===== src/rtl/tens_trans_seq_dispatch.sv =====
// sync_fifo: single-clock FIFO with occupancy count, used as the dispatcher's output buffer.
// Latency: 1 cycle push-to-head (registered storage, combinational head read).
// Backpressure: push is dropped only when full with no pop in the same cycle; push+pop allowed at full and at empty.
module sync_fifo #(
    parameter int WIDTH = 8,
    parameter int DEPTH = 8
) (
    input  logic                     clk,
    input  logic                     rst,
    input  logic                     push,
    input  logic [WIDTH-1:0]         push_dat,
    input  logic                     pop,
    output logic [WIDTH-1:0]         pop_dat,
    output logic                     empty,
    output logic [$clog2(DEPTH):0]   count
);
    localparam int AW = $clog2(DEPTH);

    logic [WIDTH-1:0] mem [DEPTH];
    logic [AW-1:0]    wptr;
    logic [AW-1:0]    rptr;
    logic [AW:0]      cnt;
    logic             do_push;
    logic             do_pop;

    assign do_pop  = pop && (cnt != '0);
    // A pop in the same cycle frees the slot, so a full FIFO still accepts.
    assign do_push = push && ((cnt != (AW+1)'(DEPTH)) || do_pop);

    always_ff @(posedge clk or posedge rst) begin
        if (rst) begin
            wptr <= '0;
            rptr <= '0;
            cnt  <= '0;
        end else begin
            if (do_push) wptr <= wptr + AW'(1);
            if (do_pop)  rptr <= rptr + AW'(1);
            case ({do_push, do_pop})
                2'b10:   cnt <= cnt + (AW+1)'(1);
                2'b01:   cnt <= cnt - (AW+1)'(1);
                default: cnt <= cnt;
            endcase
        end
    end

    always_ff @(posedge clk) begin
        if (do_push) mem[wptr] <= push_dat;
    end

    assign pop_dat = mem[rptr];
    assign empty   = (cnt == '0);
    assign count   = cnt;
endmodule

// tens_trans_seq_dispatch: H2C transfer dispatcher. Takes one descriptor at a time; on a new
// sequence index waits for the accelerator to go idle and requests a regmap load, then streams
// len buffer words onto the selected AXI-stream channel.
// Latency: first beat RD_LAT+1 cycles after entering STREAM; 1 beat/cycle sustained with tready=1.
// Backpressure: desc_ready low until the previous descriptor fully drains; buffer reads are
// credit-limited by FIFO occupancy plus reads in flight, so tready stalls never drop data.
// Ports: desc_* descriptor handshake; accel_busy/cfg_* regmap load handshake; mem_rd_* buffer
// read port (fixed RD_LAT); m_axis_* shared-data per-channel stream; busy/err_len/seq_cnt status.
module tens_trans_seq_dispatch #(
    parameter int DATA_WDT   = 64,
    parameter int ADDR_WDT   = 16,
    parameter int LEN_WDT    = 16,
    parameter int SEQ_WDT    = 8,
    parameter int N_CH       = 2,
    parameter int RD_LAT     = 2,
    parameter int FIFO_DEPTH = 8,
    localparam int CH_W      = (N_CH > 1) ? $clog2(N_CH) : 1
) (
    input  logic                clk,
    input  logic                rst,
    input  logic                desc_valid,
    output logic                desc_ready,
    input  logic [SEQ_WDT-1:0]  desc_seq,
    input  logic [CH_W-1:0]     desc_ch,
    input  logic [ADDR_WDT-1:0] desc_offs,
    input  logic [LEN_WDT-1:0]  desc_len,
    input  logic                accel_busy,
    output logic                cfg_req,
    output logic [SEQ_WDT-1:0]  cfg_seq,
    input  logic                cfg_ack,
    output logic                mem_rd_en,
    output logic [ADDR_WDT-1:0] mem_rd_addr,
    input  logic [DATA_WDT-1:0] mem_rd_data,
    output logic [DATA_WDT-1:0] m_axis_tdata,
    output logic [N_CH-1:0]     m_axis_tvalid,
    output logic [N_CH-1:0]     m_axis_tlast,
    input  logic [N_CH-1:0]     m_axis_tready,
    output logic                busy,
    output logic                err_len,
    output logic [15:0]         seq_cnt
);
    localparam int CW = $clog2(FIFO_DEPTH) + 1;

    typedef enum logic [2:0] {
        IDLE      = 3'd0,
        WAIT_IDLE = 3'd1,
        CFG       = 3'd2,
        STREAM    = 3'd3,
        DRAIN     = 3'd4
    } state_t;

    state_t state;
    state_t state_nxt;

    // latched descriptor
    logic [SEQ_WDT-1:0]  seq_q;
    logic [CH_W-1:0]     ch_q;
    logic [ADDR_WDT-1:0] offs_q;
    logic [LEN_WDT-1:0]  len_q;
    logic [LEN_WDT-1:0]  issued_cnt;

    logic [SEQ_WDT-1:0]  cur_seq;
    logic                cur_seq_vld;
    logic                accel_busy_q;
    logic [15:0]         seq_cnt_q;
    logic                err_len_q;
    logic                last_done;

    // read pipeline: one valid/last tag per outstanding buffer read
    logic [RD_LAT-1:0]   vld_pipe;
    logic [RD_LAT-1:0]   last_pipe;
    logic [CW-1:0]       inflight;

    logic                new_seq;
    logic                rd_issue;
    logic                rd_final;
    logic                push;
    logic                pop;
    logic [CW-1:0]       fifo_count;
    logic [CW:0]         credit_used;
    logic                fifo_empty;
    logic [DATA_WDT-1:0] head_dat;
    logic                head_last;
    logic [N_CH-1:0]     ch_mask;

    assign new_seq     = !cur_seq_vld || (desc_seq != cur_seq);
    assign credit_used = {1'b0, fifo_count} + {1'b0, inflight};
    // Reads already in flight hold a FIFO slot, so the FIFO can never overflow.
    assign rd_issue    = (state == STREAM) && (issued_cnt < len_q) &&
                         (credit_used < (CW+1)'(FIFO_DEPTH));
    assign rd_final    = rd_issue && (issued_cnt == len_q - LEN_WDT'(1));
    assign push        = vld_pipe[RD_LAT-1];
    assign ch_mask     = N_CH'(1) << ch_q;
    assign pop         = !fifo_empty && |(m_axis_tready & ch_mask);

    // ---------------- FSM: state register ----------------
    always_ff @(posedge clk or posedge rst) begin
        if (rst) state <= IDLE;
        else     state <= state_nxt;
    end

    // ---------------- FSM: next state ----------------
    always_comb begin
        state_nxt = state;
        case (state)
            IDLE: begin
                if (desc_valid && (desc_len != '0))
                    state_nxt = new_seq ? WAIT_IDLE : STREAM;
            end
            WAIT_IDLE: if (!accel_busy_q) state_nxt = CFG;
            CFG:       if (cfg_ack)       state_nxt = STREAM;
            STREAM:    if (rd_final)      state_nxt = DRAIN;
            DRAIN: begin
                if (fifo_empty && (inflight == '0) && last_done)
                    state_nxt = IDLE;
            end
            default: state_nxt = IDLE;
        endcase
    end

    // ---------------- FSM: outputs ----------------
    always_comb begin
        // Gated by rst so every output reads 0 while reset is held.
        desc_ready  = (state == IDLE) && !rst;
        cfg_req     = (state == CFG);
        cfg_seq     = (state == CFG) ? seq_q : '0;
        mem_rd_en   = rd_issue;
        mem_rd_addr = offs_q + ADDR_WDT'(issued_cnt);
    end

    // ---------------- datapath registers ----------------
    always_ff @(posedge clk or posedge rst) begin
        if (rst) begin
            seq_q        <= '0;
            ch_q         <= '0;
            offs_q       <= '0;
            len_q        <= '0;
            issued_cnt   <= '0;
            cur_seq      <= '0;
            cur_seq_vld  <= 1'b0;
            accel_busy_q <= 1'b0;
            seq_cnt_q    <= '0;
            err_len_q    <= 1'b0;
            last_done    <= 1'b0;
            vld_pipe     <= '0;
            last_pipe    <= '0;
            inflight     <= '0;
        end else begin
            accel_busy_q <= accel_busy;

            if ((state == IDLE) && desc_valid) begin
                if (desc_len == '0) begin
                    err_len_q <= 1'b1;
                end else begin
                    seq_q      <= desc_seq;
                    ch_q       <= desc_ch;
                    offs_q     <= desc_offs;
                    len_q      <= desc_len;
                    issued_cnt <= '0;
                    last_done  <= 1'b0;
                end
            end

            if ((state == CFG) && cfg_ack) begin
                cur_seq     <= seq_q;
                cur_seq_vld <= 1'b1;
                seq_cnt_q   <= seq_cnt_q + 16'd1;
            end

            if (rd_issue) issued_cnt <= issued_cnt + LEN_WDT'(1);

            vld_pipe[0]  <= rd_issue;
            last_pipe[0] <= rd_final;
            for (int i = 1; i < RD_LAT; i++) begin
                vld_pipe[i]  <= vld_pipe[i-1];
                last_pipe[i] <= last_pipe[i-1];
            end

            case ({rd_issue, push})
                2'b10:   inflight <= inflight + CW'(1);
                2'b01:   inflight <= inflight - CW'(1);
                default: inflight <= inflight;
            endcase

            if (pop && head_last) last_done <= 1'b1;
        end
    end

    sync_fifo #(
        .WIDTH (DATA_WDT + 1),
        .DEPTH (FIFO_DEPTH)
    ) u_fifo (
        .clk      (clk),
        .rst      (rst),
        .push     (push),
        .push_dat ({last_pipe[RD_LAT-1], mem_rd_data}),
        .pop      (pop),
        .pop_dat  ({head_last, head_dat}),
        .empty    (fifo_empty),
        .count    (fifo_count)
    );

    assign m_axis_tdata  = fifo_empty ? '0 : head_dat;
    assign m_axis_tvalid = fifo_empty ? '0 : ch_mask;
    assign m_axis_tlast  = (!fifo_empty && head_last) ? ch_mask : '0;
    assign busy          = (state != IDLE) || !fifo_empty;
    assign err_len       = err_len_q;
    assign seq_cnt       = seq_cnt_q;
endmodule

===== config.mk =====
export PLATFORM = sky130hd
export DESIGN_NAME = tens_trans_seq_dispatch
export DESIGN_NICKNAME = d
export VERILOG_FILES = /design/src/rtl/tens_trans_seq_dispatch.sv
export SDC_FILE = /design/constraint.sdc
export NUM_CORES = 1
export LEC_CHECK = 0
export CELL_PAD_IN_SITES_DETAIL_PLACEMENT = 2
export CELL_PAD_IN_SITES_GLOBAL_PLACEMENT = 2
export CORE_MARGIN = 2
export CORE_UTILIZATION = 44
export CTS_CLUSTER_DIAMETER = 200
export DETAILED_ROUTE_END_ITERATION = 7
export GPL_ROUTABILITY_DRIVEN = 0
export PLACE_DENSITY = 0.83
export SYNTH_ARGS = -nofsm -noshare
export SYNTH_HDL_FRONTEND = slang
export SYNTH_SLANG_ARGS = --single-unit
export TNS_END_PERCENT = 10

===== constraint.sdc =====
create_clock -name clk -period 8.63 [get_ports clk]
set_input_delay 1.726 -clock clk [delete_from_list [all_inputs] [get_ports clk]]
set_output_delay 1.726 -clock clk [all_outputs]
set_load 0.05 [all_outputs]

Word-level counts from Yosys, hierarchy flattened
Memory sizes are Yosys's and may differ from the RTL's.
Cells that the tools add are included.

cells by class
  add/subtract/negate cells = 11
  order comparisons = 2
  equality and inequality tests = 18
  shifts and indexed selects = 1
  multiplexer cells = 21
  bitwise logic cells = 2
  reductions and logical operators = 37

operators with widths
  kind                                                 count
  2-to-1 mux 64 bit                                    1
  2-to-1 mux 16 bit                                    3
  adder 16 x 1 -> 16 bit (second input constant)       2
  adder 16 bit                                         1
  == test 16 bit                                       1
  logical NOT 16 bit                                   1
  less-than comparator 16 bit                          1
  one-hot mux 4 bit (2 select lines)                   2
  nonzero test 16 bit                                  1
  subtractor 16 x 1 -> 16 bit (second input constant)  1
  2-to-1 mux 3 bit                                     5
  one-hot mux 3 bit (5 select lines)                   1
  logical AND 1 bit                                    14
  != test 2 bit (second input constant)                5
  adder 4 x 1 -> 4 bit (second input constant)         2
  logical NOT 4 bit                                    2
  2-to-1 mux 8 bit                                     1
  != test 8 bit                                        1
  AND reduction 2 bit                                  4
  nonzero test 2 bit                                   4
  subtractor 4 x 1 -> 4 bit (second input constant)    2
  adder 3 x 1 -> 3 bit (second input constant)         2
  == test 3 x 2 -> 1 bit (second input constant)       2
  2-to-1 mux 2 bit                                     3
  other kinds (19)                                     30

word-level totals
  bits in registers = 106
  RAM bits = 520
  input bits = 112
  output and inout port bits = 113
  logic and storage cells = 111
  memories kept = 1

memory list
  memory      words  bits a word  rd ports  clocked after Yosys merged registers in  write ports  RTL line  source
  u_fifo.mem  8      65           1         0                                        1            19        logic [WIDTH-1:0] mem [DEPTH];

Longest topological paths before layout
Gate-level depths: netlist (run 1).

  word-level depth = 9
  depth in mapped cells = 15

Cells and area by module
A second synthesis (run 1) with hierarchy kept.

unflattened totals
  cell total of the unflattened synthesis = 1454
  area, all modules = 26405.3 µm²

by module, submodules not included
  module                   times used  cells each  area each (µm²)
  sync_fifo                1           816         20153.1
  tens_trans_seq_dispatch  1           638         6252.2

Least setup slack after synthesis (run 1)
OpenSTA, ideal clock, no wires.

  path kind = input-to-reg
  from = input m_axis_tready[1]
  to = memory u_fifo.mem[0][0] in the netlist's numbering (enable)
  library setup time = 568 ps
  arrival = 6740 ps
  required time = 8062 ps
  path slack = 1322 ps
  stages = 5
  cells stage by stage = mux2i_1 -> nand3_1 -> nand2_1 -> or2_1 -> nor3_1

between the ends
  word-level cells in the longest chain between the ends = 8

ends and longest elaborated chain
  item                                    RTL line  source
  start: declaration                      91        input logic [N_CH-1:0] m_axis_tready,
  AND 2 bit                               148       assign pop = !fifo_empty && |(m_axis_tready & ch_mask);
  OR reduction 2 bit                      148
  logical AND 1 bit                       148
  logical AND 1 bit                       26        assign do_pop = pop && (cnt != '0);
  logical OR 1 bit                        28        assign do_push = push && ((cnt != (AW+1)'(DEPTH)) || do_pop);
  logical AND 1 bit                       28
  2-to-1 mux 1 bit                        47        if (do_push) mem[wptr] <= push_dat;
  2-to-1 mux 1 bit (not written as such)  47
  end: declaration                        19

No other way between the ends.

Worst setup path in the final report (run 1)
  from = register u_fifo.rptr[1]
  to = output m_axis_tdata[35]

between the ends
  word-level cells in the longest chain between the ends = 2

ends and longest elaborated chain
  item                      RTL line  source
  start: declaration        21        logic [AW-1:0] rptr;
  start signal: assignment  37        if (do_pop) rptr <= rptr + AW'(1);
  memory read (8 x 65 bit)  n/a
  2-to-1 mux 64 bit         257       assign m_axis_tdata = fifo_empty ? '0 : head_dat;
  end: declaration          88        output logic [DATA_WDT-1:0] m_axis_tdata,

No other way between the ends.

==> flow_summary.ini, run 1 <==
[outcome]
outcome = completed

[sta]
finalSetupViolations = 0
slew_headroom_pct = 22.7
rsz0062_at_grt = no
hold_viol = 0
fmax_ghz = 0.165
final.setup.tns_ns = 0
post-route-period-util_pct = 70.2
tightestPinTransition_ns = 1.16
period_minus_slack_ns = 6.06
maxSlewViolCount = 0
fin_skew_ns = 0.0321

[die]
coreArea_sq_um = 58800
die_h_um = 247
die_w_um = 247
ioPinCount = 225
fp-row-count = 89
die_area_sq_um = 61200
floorplan.initialDensity_pct = 44.3

[clock_network]
postCtsSetupBuffers = 0
worstSkewPairLatency_ns = 0.62
h-tree-depth = 3
tritoncts = yes
cts_buffers = 68
cts_hold_buf = 0
clkTransAtPathRegs_ns = 0.06
clkSinkCount = 626
postCtsResizedCells = 0
clockBufferDepth = 3
cts_root_buf = clkbuf_16

[cells_and_area]
area_growth_pct = 20.6
drive_gt1_share_pct = 15.4
instances_no_fill = 2544
final_nets = 1876
fin_area_sq_um = 31400

[routing]
antenna_left = 0
wire_per_inst_um = 28.3
via_count = 14400
drc = 0
viasPerCell = 5.65
drt_iter0_drc = 750
dr.pass1.iters = 5
wirelength_um = 72100

[yosys]
ys_dominant_reg_cell = edfxtp_1
ys_ff_latch = 626
synth_area_per_cell_sq_um = 17.9
synthCells = 1459
synth_cell_type_count = 59
syn_area_sq_um = 26100
yosys.area_share.adder_pct = 2.34
yosysWarningCount = 0
synth_xor_area_share_pct = 2.35
synth_async_sr_flop_share_pct = 16.9
syn_nets = 1618
synth_edf_count = 520
synth_simple_gate_area_share_pct = 5.10
synth_top_family_by_area = multiplexers
synth-seq-area-share_pct = 70.1
synth_compound_area_share_pct = 2.29
synthMuxAreaShare_pct = 16.3

[critical_path]
worst-path-buf-inv = 2
slowest_stage = dfrtp_4
path_delay_family = buffers and inverters
required_ns = 6.90
startpoint_type = register
crit_type = register to primary output
critPathMaxStageDelay_ns = 1.18
crit_fanout = 73
cp.arrival_ns = 4.34
crit_chain = buf_4, mux4_2, mux2i_1, nor2_1, clkdlybuf4s50_1
endpoint_kind = primary output

[global_route]
grt_max_degree = 74
grt_pass1_wl_um = 108000
antenna_found_initial = 4
first_global_vias = 16500
track_usage_pct = 24.1
grt.overflow.total = 0

[place]
hpwl_um = 44300
place_inst = 2420
port_buffers = 224
placed_cell_area_sq_um = 29300

[pwr]
p_int_uw = 6850
pwr-share-seq_pct = 36.0
combPwrFrac_pct = 38.6
power_density_nw_per_um2 = 352
switching_share_pct = 38.1
pwr-share-clk_pct = 25.5
leakagePower_uw = 0.0111
p_sw_uw = 4220
vdd_drop_max_v = 0.000343

[run]
max_cap_violations = 0

[hold_path]
hp-class = register to register
## synth_stat cells, types with 4 or more instances
| library cell | count | area [sq um] |
|---|---|---|
| nor3_1 | 12 | 60.1 |
| inv_1 | 37 | 139 |
| xnor2_1 | 50 | 438 |
| o211ai_1 | 7 | 52.6 |
| buf_1 | 12 | 45.0 |
| mux2i_1 | 73 | 731 |
| mux4_2 | 130 | 2930 |
| clkbuf_1 | 27 | 101 |
| nand4_1 | 15 | 93.8 |
| o21ai_0 | 6 | 30.0 |
| mux2_1 | 50 | 563 |
| and3_1 | 4 | 25.0 |
| nor4b_1 | 5 | 43.8 |
| nor2_1 | 105 | 394 |
| nand2b_1 | 9 | 56.3 |
| nor2b_1 | 5 | 31.3 |
| o21ai_1 | 16 | 80.1 |
| nor4_1 | 12 | 75.1 |
| a21o_1 | 10 | 75.1 |
| xor2_1 | 20 | 175 |
| and2_1 | 12 | 75.1 |
| nand3b_1 | 4 | 30.0 |
| nand2_1 | 49 | 184 |
| edfxtp_1 | 520 | 15600 |
| o31ai_1 | 7 | 52.6 |
| buf_2 | 18 | 90.1 |
| dfrtp_1 | 106 | 2650 |
| nand3_1 | 25 | 125 |
| ha_1 | 44 | 551 |
| a21oi_1 | 22 | 110 |
## cell families after synthesis
family	after synthesis
buffers and inverters	98
adder cells (fa/ha/maj)	47
multiplexers	256
XOR/XNOR	70
AND/OR/NAND/NOR	271
flip-flops	626
AO/OA/AOI/OAI	91
## layer usage
metal  GRT usage (%)  routed length (um)  up-vias
met1            30.2               29300     7662
met4            6.69                1690        6
met2            42.8               37900      343
met3            4.49                3160      103
li1                -                   -     6252
met5               0                  38        -
## sequential cells by signal (all words and copies together) (netlist names)
signal / flops
len_q: 16
seq_cnt: 16
last_done: 1
u_fifo.wptr: 3
last_pipe: 2
err_len: 1
ch_q: 1
state: 3
accel_busy_q: 1
cur_seq_vld: 1
vld_pipe: 2
cur_seq: 8
issued_cnt: 16
seq_q: 8
inflight: 4
offs_q: 16
u_fifo.mem: 520
u_fifo.rptr: 3
u_fifo.count: 4
## worst register-to-register path: cells and delay by family (launching register included)
kind | cells | cell delay, ns
flip-flops | 1 | 0.43
buffers and inverters | 1 | 0.79
AND/OR/NAND/NOR | 4 | 1.68
multiplexers | 1 | 0.25
## cells in the final DEF (no fill, tap or decap), types with 49 or more instances in the layout
cell	Yosys	routed
mux4_2	130	130
nand2_1	49	49
nor2_1	105	99
clkdlybuf4s50_1	0	224
dfrtp_1	106	103
edfxtp_1	520	520
clkbuf_16	0	70
mux2i_1	73	73
xnor2_1	50	50
mux2_1	50	50
## power by group through the flow
stage               Combinational, uW  Sequential, uW  Clock [uW]
finish                           4270            3980        2820
global route                     4530            4030        2980
CTS                              4350            3990        2880
detailed placement               4290            4040           0
global placement                 4150            4000           0
floorplan                        3050            3800           0
## through the flow
stage | power, uW | worst slack [ns] | hold slack (ns) | util (%)
after floorplan | 6850 | 1.32 | 0.331 | -
after global placement | 8140 | 3.23 | 0.338 | 49.8
after detailed placement | 8340 | 3.20 | 0.336 | 49.8
after CTS | 11200 | 2.51 | 0.354 | 53.5
after global routing | 11500 | 2.41 | 0.361 | 53.5
final | 11100 | 2.57 | 0.348 | 53.5
## final cells by class
| class | instances | area (sq um) |
|---|---|---|
| clock inverters | 33 | 289 |
| fillers | 5101 | 27400 |
| diodes | 2 | 5.00 |
| clock buffers | 89 | 1850 |
| flip-flops and latches | 626 | 18300 |
| repair buffers | 245 | 2410 |
| well taps | 773 | 967 |
| inverters | 41 | 156 |
| multi-input cells | 735 | 7470 |
## path summary, 6_finish.rpt
| check | startpoint | to | slack, ns | cells past startpoint |
|---|---|---|---|---|
| max in group asynchronous | rst | u_fifo.rptr[0]$_DFFE_PP0P_ | 5.59 | 3 |
| min in group asynchronous | rst | len_q[13]$_DFFE_PP0P_ | 1.58 | 2 |
| worst max-delay path | u_fifo.rptr[1]$_DFFE_PP0P_ | m_axis_tdata[35] | 2.57 | 5 |
| worst max register to register | ch_q$_DFFE_PP0P_ | u_fifo.mem[2][46]$_DFFE_PP_ | 5.10 | 6 |
| worst min-delay path | last_pipe[0]$_DFF_PP0_ | last_pipe[1]$_DFF_PP0_ | 0.35 | 0 |
| worst min register to register | last_pipe[0]$_DFF_PP0_ | last_pipe[1]$_DFF_PP0_ | 0.35 | 0 |
(Power assumes the default switching activity.)
==> inputs of run 2 (changes only) <==
CORE_UTILIZATION = 39   (was 44)
PLACE_DENSITY = 0.78   (was 0.83)
clock period = 5.23 ns   (was 8.63 ns; I/O delays follow)
==> flow_summary.ini, run 2 (same netlist as run 1, synthesis figures left out) <==
[outcome]
outcome = completed

[critical_path]
endpoint_kind = primary output
crit_type = register to primary output
crit_fanout = 8
required_ns = 4.18
cp.arrival_ns = 3.82
startpoint_type = register

[routing]
drt_iter0_drc = 759
wl_met3_um = 3170
viasPerCell = 5.44
drc = 0
wire_per_inst_um = 26.7
top_layer = met5
antenna_left = 0
dr_wl_met2_um = 36500
met1_length_um = 29100
via_count = 14400
wirelength_um = 70500
dr.pass1.iters = 4

[clock_network]
worstSkewPairLatency_ns = 0.62
clkTransAtPathRegs_ns = 0.06
clkSinkCount = 626
clockBufferDepth = 3
cts_hold_buf = 0
h-tree-depth = 3
postCtsResizedCells = 0
cts_root_buf = clkbuf_16
cts_buffers = 69
postCtsSetupBuffers = 0
tritoncts = yes

[sta]
fin_skew_ns = 0.0346
maxSlewViolCount = 0
hold_viol = 0
rsz0062_at_grt = no
slew_headroom_pct = 23.8
finalSetupViolations = 0
period_minus_slack_ns = 4.87
fmax_ghz = 0.206
tightestPinTransition_ns = 1.14
whs_ns = 0.346
finalWorstSetupSlack_ns = 0.364
post-route-period-util_pct = 93.0

[global_route]
antenna_found_initial = 6
grt_max_degree = 72
grt_pass1_wl_um = 107000
grt.overflow.total = 0
track_usage_pct = 20.7
first_global_vias = 16200

[cells_and_area]
final_cell_mix = edfxtp_1 (520), clkdlybuf4s50_1 (224), mux4_2 (130)
regArea_sq_um = 18300
n_fill_cell = 5919
multi_input_area_sq_um = 7480
largest_register_ffs = 520
regMostFlops = u_fifo.mem
postLayoutCoreUtil_pct = 48.1
final_nets = 1881
drive_gt1_share_pct = 15.7
instances_no_fill = 2641
area_growth_pct = 21.9
final_common_cell = edfxtp_1

[pwr]
switching_share_pct = 37.8
leakagePower_uw = 0.0112
power_density_nw_per_um2 = 580
design_power_total_uw = 18400
pwr-share-seq_pct = 35.6
p_int_uw = 11500
p_sw_uw = 6970
pwr-share-clk_pct = 25.8
vdd_drop_max_v = 0.000529
combPwrFrac_pct = 38.6

[place]
hpwl_um = 42800
place_inst = 2515
port_buffers = 224
dp_worst_setup_slack_ns = 1.01

[die]
die_w_um = 263
floorplan.initialDensity_pct = 39.5
coreArea_sq_um = 66000
die_h_um = 263
die_area_sq_um = 68900
ioPinCount = 225
fp-row-count = 94

[run]
max_cap_violations = 0

[hold_path]
hp-class = register to register
[run 2: cell count changes in the layout (fill, tap and decap cells not counted), moves of 2 or more]
| cell | change |
|---|---|
| buf_4 | -6 |
| inv_6 | +3 |
| clkinv_2 | -2 |
| clkinv_1 | -4 |
| clkinv_8 | -3 |
| clkinv_4 | +2 |
| bufinv_16 | +2 |
| buf_12 | +10 |
| clkbuf_1 | +5 |
[run 2: per-layer routing]
metal,GRT usage [%],vias up
met5,0,-
met4,5.39,10
met3,3.91,110
met2,36.8,331
met1,26.1,7648
li1,-,6256
[run 2: critical path: stages, from the launching register on]
cell             delay (ns)
dfrtp_1                0.49
ha_1                   0.43
a21oi_1                0.24
o21bai_1               0.09
a41oi_1                0.24
a21oi_1                0.13
a2111o_1               0.45
a21oi_1                0.21
xnor2_1                0.13
clkdlybuf4s50_1        0.81
[run 2: path summary, 6_finish.rpt]
kind,startpoint,end,slack (ns),cells past startpoint
min in group asynchronous,rst,seq_q[0]$_DFFE_PP0P_,1.07,2
worst max-delay path,issued_cnt[6]$_DFFE_PP0P_,mem_rd_addr[12],0.36,9
max in group asynchronous,rst,offs_q[4]$_DFFE_PP0P_,3.10,3
worst min-delay path,last_pipe[0]$_DFF_PP0_,last_pipe[1]$_DFF_PP0_,0.35,0
worst min register to register,last_pipe[0]$_DFF_PP0_,last_pipe[1]$_DFF_PP0_,0.35,0
worst max register to register,len_q[3]$_DFFE_PP0P_,inflight[3]$_DFFE_PP0P_,1.80,14
[run 2: power by group through the flow]
stage          clock, uW  sequential [uW]  combinational (uW)
6_report            4760             6560                7110
5_1_grt             5050             6630                7550
4_1_cts             4900             6570                7250
3_5_place_dp           0             6660                7160
3_3_place_gp           0             6590                6970
2_1_floorplan          0             6260                5030
[run 2: final cells by class]
cell class | instances | share of cell area (%)
Clock inverter | 32 | 1.06
Sequential cell | 626 | 57.6
Tap cell | 864 | 3.40
Timing Repair Buffer | 249 | 8.08
Clock buffer | 93 | 5.85
Inverter | 41 | 0.492
Antenna cell | 1 | 0.00788
Multi-Input combinational cell | 735 | 23.5
[run 2: through the flow]
step	setup TNS [ns]	area (sq um)
final	0	31800
after global routing	0	31800
after CTS	0	31800
after detailed placement	0	29600
after global placement	0	29600
after floorplan	-82.70	26100
==> inputs of run 3 (changes only) <==
CORE_UTILIZATION = 45   (was 39)
PLACE_DENSITY = 0.85   (was 0.78)
SLEW_MARGIN = 5   (was default)
clock period = 5.7 ns   (was 5.23 ns; I/O delays follow)
==> flow_summary.ini, run 3 (same netlist as run 1, synthesis figures left out) <==
[cells_and_area]
area_growth_pct = 21.0
n_fill_cell = 4979
final_nets = 1881
regMostFlops = u_fifo.mem
drive_gt1_share_pct = 16.0
final_cell_mix = edfxtp_1 (520), clkdlybuf4s50_1 (224), mux4_2 (130)
postLayoutCoreUtil_pct = 54.9
largest_register_ffs = 520
final_common_cell = edfxtp_1

[global_route]
grt_pass1_wl_um = 113000
first_global_vias = 16700
grt.overflow.total = 0
antenna_found_initial = 10
track_usage_pct = 26.2
grt_max_degree = 76

[die]
ioPinCount = 225
fp-row-count = 88
die_area_sq_um = 59900
die_w_um = 245
floorplan.initialDensity_pct = 45.3
coreArea_sq_um = 57500
die_h_um = 245

[hold_path]
worstHoldStart = vld_pipe[0]$_DFF_PP0_
hp-class = register to register

[clock_network]
cts_root_buf = clkbuf_16
worstSkewPairLatency_ns = 0.62
clockBufferDepth = 3
cts_hold_buf = 0
clkTransAtPathRegs_ns = 0.06
postCtsSetupBuffers = 0
clkSinkCount = 626
postCtsResizedCells = 0
cts_buffers = 68
h-tree-depth = 3
tritoncts = yes

[sta]
fin_skew_ns = 0.0276
tightestPinTransition_ns = 1.07
rsz0062_at_grt = no
slew_headroom_pct = 28.4
maxSlewViolCount = 0
final.setup.tns_ns = 0
period_minus_slack_ns = 4.95
post-route-period-util_pct = 86.8
fmax_ghz = 0.202
finalSetupViolations = 0
hold_viol = 0

[critical_path]
r2r_start = u_fifo.count[2]$_DFFE_PP0P_
cp.arrival_ns = 3.81
startpoint_type = register
cp-startpoint = issued_cnt[6]$_DFFE_PP0P_
crit_fanout = 8
endpoint_kind = primary output
required_ns = 4.56
crit_type = register to primary output

[run]
max_cap_violations = 0

[outcome]
outcome = completed

[routing]
wirelength_um = 76600
dr.pass1.iters = 5
antenna_left = 0
wire_per_inst_um = 30.1
viasPerCell = 5.71
via_count = 14500
drt_iter0_drc = 873
drc = 0

[pwr]
vdd_drop_max_v = 0.000427
leakagePower_uw = 0.0111
power_density_nw_per_um2 = 538

[place]
port_buffers = 224
hpwl_um = 46700
[run 3: cell count changes in the layout (fill, tap and decap cells not counted), sizes merged]
| cell | before | now |
|---|---|---|
| inv | 45 | 44 |
| clkinvlp | 0 | 6 |
| bufinv | 4 | 3 |
| buf | 25 | 26 |
| clkinv | 24 | 32 |
| clkbuf | 93 | 79 |
| diode | 1 | 4 |
[run 3: path summary, 6_finish.rpt]
kind                                               endpoint  slack (ns)  cells after the start
worst min-delay path                  vld_pipe[1]$_DFF_PP0_        0.35                      0
worst max register to register  u_fifo.count[3]$_DFFE_PP0P_        2.30                     10
max in group asynchronous            seq_cnt[8]$_DFFE_PP0P_        3.49                      3
min in group asynchronous             len_q[15]$_DFFE_PP0P_        1.18                      2
worst max-delay path                        mem_rd_addr[12]        0.75                      9
worst min register to register        vld_pipe[1]$_DFF_PP0_        0.35                      0
[run 3: report_power, final]
part	internal, uW	switching [uW]	leakage, uW
combinational	2550	4130	0.00403
clock	2390	1910	0.00103
sequential	5460	529	0.00604
total	10400	6570	0.0111
[run 3: layout make-up]
| cell class | instances | area (sq um) | area share (%) |
|---|---|---|---|
| Inverter | 41 | 156 | 0.496 |
| Tap cell | 765 | 957 | 3.04 |
| Multi-Input combinational cell | 735 | 7480 | 23.7 |
| Timing Repair Buffer | 250 | 2540 | 8.05 |
| Sequential cell | 626 | 18300 | 58.0 |
| Clock buffer | 79 | 1770 | 5.62 |
| Antenna cell | 4 | 10.0 | 0.0317 |
| Clock inverter | 44 | 344 | 1.09 |
[run 3: stage by stage]
step,power [uW],cell area (sq um),instances,hold slack [ns],worst slack (ns)
after floorplan,10400,26100,1459,0.331,-0.896
after global placement,12400,29400,2417,0.333,1.44
after detailed placement,12700,29400,2417,0.337,1.39
after CTS,17200,31500,2540,0.360,0.713
after global routing,17600,31500,2544,0.370,0.541
final,17000,31500,2544,0.353,0.751
[run 3: layer usage]
layer	track usage, %	vias to the layer above	wire [um]
li1	-	6248	-
met1	31.6	7755	30400
met2	47.0	388	40700
met3	5.23	130	3400
met4	8.72	10	2080
met5	0	-	66
[run 3: critical path, cell delays in order (launching register included)]
cell	delay [ns]
dfrtp_1	0.49
ha_1	0.42
a21oi_1	0.23
o21bai_1	0.09
a41oi_1	0.25
a21oi_1	0.12
a2111o_1	0.44
a21oi_1	0.20
xnor2_1	0.14
clkdlybuf4s50_1	0.82
